## config.mk

```make
export PLATFORM = sky130hd
export DESIGN_NAME = stopwatch
export DESIGN_NICKNAME = d
export VERILOG_FILES = /design/src/rtl/stopwatch.sv
export SDC_FILE = /design/constraint.sdc
export NUM_CORES = 1
export LEC_CHECK = 0
export CORE_ASPECT_RATIO = 1.2
export CORE_MARGIN = 1
export CORE_UTILIZATION = 50
export CTS_CLUSTER_DIAMETER = 120
export DETAILED_ROUTE_END_ITERATION = 8
export GPL_ROUTABILITY_DRIVEN = 0
export GPL_TIMING_DRIVEN = 0
export PLACE_DENSITY = 0.77
export SYNTH_ARGS = -nofsm -noshare
export SYNTH_HDL_FRONTEND = slang
export SYNTH_SLANG_ARGS = --single-unit
```

## constraint.sdc

```tcl
create_clock -name clock -period 2.94 [get_ports clock]
set_input_delay 0.441 -clock clock [delete_from_list [all_inputs] [get_ports clock]]
set_output_delay 0.441 -clock clock [all_outputs]
set_load 0.005 [all_outputs]
```

## src/rtl/stopwatch.sv

```systemverilog
// stopwatch: up-counting mm:ss stopwatch, one count per CLK_DIV clocks, saturating at 99:59.
// Buttons arrive as raw levels and are edge-detected here. A lap register captures the count.
module stopwatch #(
    parameter int unsigned CLK_DIV = 50000000
) (
    input  logic       clock,
    input  logic       reset,
    input  logic       start,
    input  logic       stop,
    input  logic       pause,
    input  logic       lap,
    output logic [6:0] min,
    output logic [6:0] sec,
    output logic [6:0] lap_min,
    output logic [6:0] lap_sec,
    output logic       running,
    output logic       overflow
);

    typedef enum logic [1:0] {
        StIdle,
        StRun,
        StPause
    } state_t;

    localparam logic [31:0] TickLast = 32'(CLK_DIV - 1);

    state_t      r_state;
    logic [31:0] r_tick;
    logic [6:0]  r_min;
    logic [6:0]  r_sec;
    logic [6:0]  r_lap_min;
    logic [6:0]  r_lap_sec;
    logic        r_running;
    logic        r_overflow;

    logic        r_start_prev;
    logic        r_stop_prev;
    logic        r_pause_prev;
    logic        r_lap_prev;
    // Low until the first edge after reset release. That edge only loads the prev
    // registers, so a button held through reset is not mistaken for a press.
    logic        r_armed;

    logic        w_start_ev;
    logic        w_stop_ev;
    logic        w_pause_ev;
    logic        w_lap_ev;
    logic        w_tick_done;
    logic        w_at_max;

    assign w_start_ev  = start & ~r_start_prev & r_armed;
    assign w_stop_ev   = stop  & ~r_stop_prev  & r_armed;
    assign w_pause_ev  = pause & ~r_pause_prev & r_armed;
    assign w_lap_ev    = lap   & ~r_lap_prev   & r_armed;
    assign w_tick_done = (r_tick == TickLast);
    assign w_at_max    = (r_min == 7'd99) && (r_sec == 7'd59);

    // Register button levels every clock for rising-edge detection.
    always_ff @(posedge clock or posedge reset) begin
        if (reset) begin
            r_start_prev <= 1'b0;
            r_stop_prev  <= 1'b0;
            r_pause_prev <= 1'b0;
            r_lap_prev   <= 1'b0;
            r_armed      <= 1'b0;
        end else begin
            r_start_prev <= start;
            r_stop_prev  <= stop;
            r_pause_prev <= pause;
            r_lap_prev   <= lap;
            r_armed      <= 1'b1;
        end
    end

    // Control FSM with the count, tick divider, lap capture and registered status outputs.
    always_ff @(posedge clock or posedge reset) begin
        if (reset) begin
            r_state    <= StIdle;
            r_tick     <= 32'd0;
            r_min      <= 7'd0;
            r_sec      <= 7'd0;
            r_lap_min  <= 7'd0;
            r_lap_sec  <= 7'd0;
            r_running  <= 1'b0;
            r_overflow <= 1'b0;
        end else begin
            case (r_state)
                StIdle: begin
                    if (w_start_ev) begin
                        r_min      <= 7'd0;
                        r_sec      <= 7'd0;
                        r_tick     <= 32'd0;
                        r_overflow <= 1'b0;
                        r_state    <= StRun;
                        r_running  <= 1'b1;
                    end
                    if (w_lap_ev) begin
                        r_lap_min <= 7'd0;
                        r_lap_sec <= 7'd0;
                    end
                end
                StRun: begin
                    if (w_stop_ev) begin
                        r_state   <= StIdle;
                        r_running <= 1'b0;
                    end else if (w_pause_ev) begin
                        r_state   <= StPause;
                        r_running <= 1'b0;
                    end else begin
                        // Lap sees the pre-edge count even when this edge also ticks.
                        if (w_lap_ev) begin
                            r_lap_min <= r_min;
                            r_lap_sec <= r_sec;
                        end
                        if (w_tick_done) begin
                            r_tick <= 32'd0;
                            if (w_at_max) begin
                                r_overflow <= 1'b1;
                                r_state    <= StIdle;
                                r_running  <= 1'b0;
                            end else if (r_sec == 7'd59) begin
                                r_sec <= 7'd0;
                                r_min <= r_min + 7'd1;
                            end else begin
                                r_sec <= r_sec + 7'd1;
                            end
                        end else begin
                            r_tick <= r_tick + 32'd1;
                        end
                    end
                end
                StPause: begin
                    // Tick counter stays frozen so the partial second survives the pause.
                    if (w_stop_ev) begin
                        r_state <= StIdle;
                    end else if (w_pause_ev || w_start_ev) begin
                        r_state   <= StRun;
                        r_running <= 1'b1;
                    end else if (w_lap_ev) begin
                        r_lap_min <= r_min;
                        r_lap_sec <= r_sec;
                    end
                end
                default: begin
                    r_state   <= StIdle;
                    r_running <= 1'b0;
                end
            endcase
        end
    end

    assign min      = r_min;
    assign sec      = r_sec;
    assign lap_min  = r_lap_min;
    assign lap_sec  = r_lap_sec;
    assign running  = r_running;
    assign overflow = r_overflow;

endmodule

```

==> run summary <==
Yosys top cell area share - 47.2%
1st-iter DRT viols - 202
ANT cells - 0
Nets - 465
Post-CTS Setup Inserts - 0
Hold-fix buffers, CTS - 0
Leak - 1.85 nW
Starting Density - 52.7%
Ports - 36
Min Tclk post-route - 2730 ps
Maximum VDD drop - 0.398 mV
Final period util - 92.9%
Count of cell types in the netlist - 48
Sequential Power Share - 38.6%
Hold WS - 476 ps
DRC violations left - 0
# setup viols final - 0
H-tree depth - 3
Pwr dens - 636 nW/um^2
Asr flop ratio synth - 100%
CTS tree - built
Syn Nets - 419
Crit-path max FO - 8
Crit path top cell by count - o21ai_0
Commonest cells post-synth - dfrtp_1 (69), nand2_1 (66), o21ai_0 (38)
Vias/cell - 5.83
Count of final hold-check violations - 0
Net Sw Frac - 38.4%
Via count of the first global-routing pass - 3047
Post-DR wirelength/cell - 15.6 um
Clock root buffer - clkbuf_8
CTS Buf Count - 9
Synth Flop Type - dfrtp_1
Synthesized cell area - 3650 um^2
Synth top area cells - dfrtp_1 (47%), nand2_1 (6.8%), xor2_1 (5.3%)
Int Power - 1.69 mW
Initial antenna violation count - 0
GR Util met2 - 43.3%
Worst setup SP type - register
Post-synth EDFFs - 0
Synth area leader - dfrtp_1
Clk pwr share - 28.5%
Reg clk slew, reported paths - 70 ps
CP required - 3180 ps
Power Total - 2.74 mW
Core Region - 6940 um^2
Gr usage total - 24.5%
Cell count after placement - 528
Synthesis Warnings - 0
Avg Cell Area, Syn - 9.00 um^2
WP buf/inv - 0
DP Wirelength - 6040 um
Synth-to-layout area growth - 18.1%
Largest net degree at the start of global routing - 70
IO Port Bufs - 35
Worst hold path type - reg -> reg
Fin. max-slew vios - 0
Slowest stage delay, CP - 550 ps
Psw - 1.05 mW
Register area share after synthesis - 47.2%
Die width - 80.0 um
Max-slew headroom - 41.7%
Clock Latency Late Sink - 350 ps
TritonRoute pass-1 iters - 4
Antenna-violating nets left - 0
Clock Skew - 13.8 ps
Worst Max-Slew Pin Slew - 868 ps
Comb pwr share - 32.8%
Max clock buf depth - 2
Post-CTS Resized - 0
Peak Freq - 366 MHz
Most Used Layer, Global Route - met2
Worst path arrival time - 2970 ps
CP Capture Type - register
Cell with the most instances after synthesis - dfrtp_1
Status - completed
Detailed Route WL - 8450 um
FP Rows - 33
Met3 Usage GRT - 3.35%
Layout cell share with drive strength beyond 1 - 7.02%
Synthesized flop and latch total - 69
Total congestion overflow - 0
WS Path Type - reg -> reg
Die Span Y - 95.7 um
Fillers - 594
Max Cap Viol - 0
CTS Sinks - 69
Delay-heaviest family, CP - compound AO/OA/AOI/OAI gates
First-pass GRT wire length - 14300 um
Die ar. - 7660 um^2
Crit path cell chain - ha_1 -> and2_1 -> nand2_1 -> or3_1 -> o21ai_0 -> o21ai_0 -> a21o_1
Met1 Resource Use GR - 29.2%
Post-Layout Cell Count - 543
Via count - 3166
Slowest CP cell - o21ai_0
RSZ-0062 raised after global routing - false
Gate Count Post-Synth - 406
worst min-delay path: stages, from the launching register on:
cell and delay [ps]:
dfrtp_1 340, nand2_1 40, o21ai_0 60
layout by cell type, fill, tap and decap left out, types with 3 or more instances in the layout:
master | synthesis | layout
xor2_1 | 22 | 22
a31oi_1 | 5 | 5
or3_1 | 7 | 7
clkbuf_8 | 0 | 11
dfrtp_1 | 69 | 69
nand2_1 | 66 | 66
buf_2 | 5 | 5
nor2_1 | 31 | 31
clkdlybuf4s50_1 | 0 | 35
inv_1 | 11 | 10
o31ai_1 | 3 | 3
nand4_1 | 24 | 24
and4_1 | 3 | 3
and3_1 | 10 | 10
nor3_1 | 7 | 7
clkbuf_1 | 10 | 10
nor2b_1 | 3 | 3
nand3_1 | 22 | 22
ha_1 | 7 | 7
nor4_1 | 3 | 3
and2_1 | 5 | 5
nor4_2 | 5 | 5
a21oi_1 | 16 | 16
o21ai_0 | 38 | 38
power by group through the flow:
stage | Combinational, mW | Clock (mW) | Sequential (mW)
after floorplan | 0.613 | 0 | 1.06
after global placement | 0.884 | 0 | 1.07
after detailed placement | 0.897 | 0 | 1.08
after CTS | 0.905 | 0.794 | 1.06
after global routing | 1.01 | 0.826 | 1.07
final | 0.901 | 0.783 | 1.06
final timing paths:
kind	end	cells past startpoint	startpoint	slack, ps
hold / removal	lap_min[3]	2	lap_min[3]	480
setup reg to reg	r_tick[24]	7	r_tick[1]	210
hold reg to reg	lap_min[3]	2	lap_min[3]	480
setup / recovery	r_tick[24]	7	r_tick[1]	210
max in group asynchronous	r_tick[3]	2	reset	1790
min in group asynchronous	r_start_prev	2	reset	610
through the flow:
stage	area, um^2	util [%]	setup TNS, ps	setup slack [ps]
global placement	4110	59.3	-28230	-413
floorplan	3650	-	0	759
finish	4320	62.2	0	209
CTS	4320	62.2	0	248
detailed placement	4120	59.3	0	73.0
global route	4320	62.2	0	60.5
kinds of logic (layout without fill, tap and decap cells):
family,after synthesis,count (layout),synth area share (%)
adder cells (fa/ha/maj),7,7,2.40
flip-flops,69,69,47.2
XOR/XNOR,23,23,5.51
other,1,1,0.103
multiplexers,2,2,0.548
buffers and inverters,28,78,3.05
AND/OR/NAND/NOR,198,198,28.1
AO/OA/AOI/OAI,78,78,13.1
per-layer routing:
metal | part of all wire (%) | vias up
met5 | 0 | -
met4 | 1.6 | 0
met3 | 3.5 | 11
met2 | 51 | 67
met1 | 44 | 1551
li1 | - | 1537
state kept, by name, summed over array words and instances (netlist names):
name and flops:
min 7, r_state 2, r_pause_prev 1, overflow 1, running 1, r_armed 1
sec 7, r_lap_prev 1, lap_min 7, r_tick 32, r_start_prev 1, lap_sec 7
r_stop_prev 1
cell type report:
| class | instances | area (um^2) | area share [%] |
|---|---|---|---|
| flip-flops and latches | 69 | 1730 | 40.0 |
| repair buffers | 35 | 350 | 8.12 |
| multi-input cells | 309 | 1820 | 42.1 |
| well taps | 87 | 109 | 2.52 |
| plain buffers | 17 | 70.1 | 1.62 |
| inverters | 11 | 43.8 | 1.01 |
| clock buffers | 11 | 151 | 3.51 |
| clock inverters | 4 | 47.5 | 1.10 |
No activity file was read; power rests on OpenSTA's default activity.
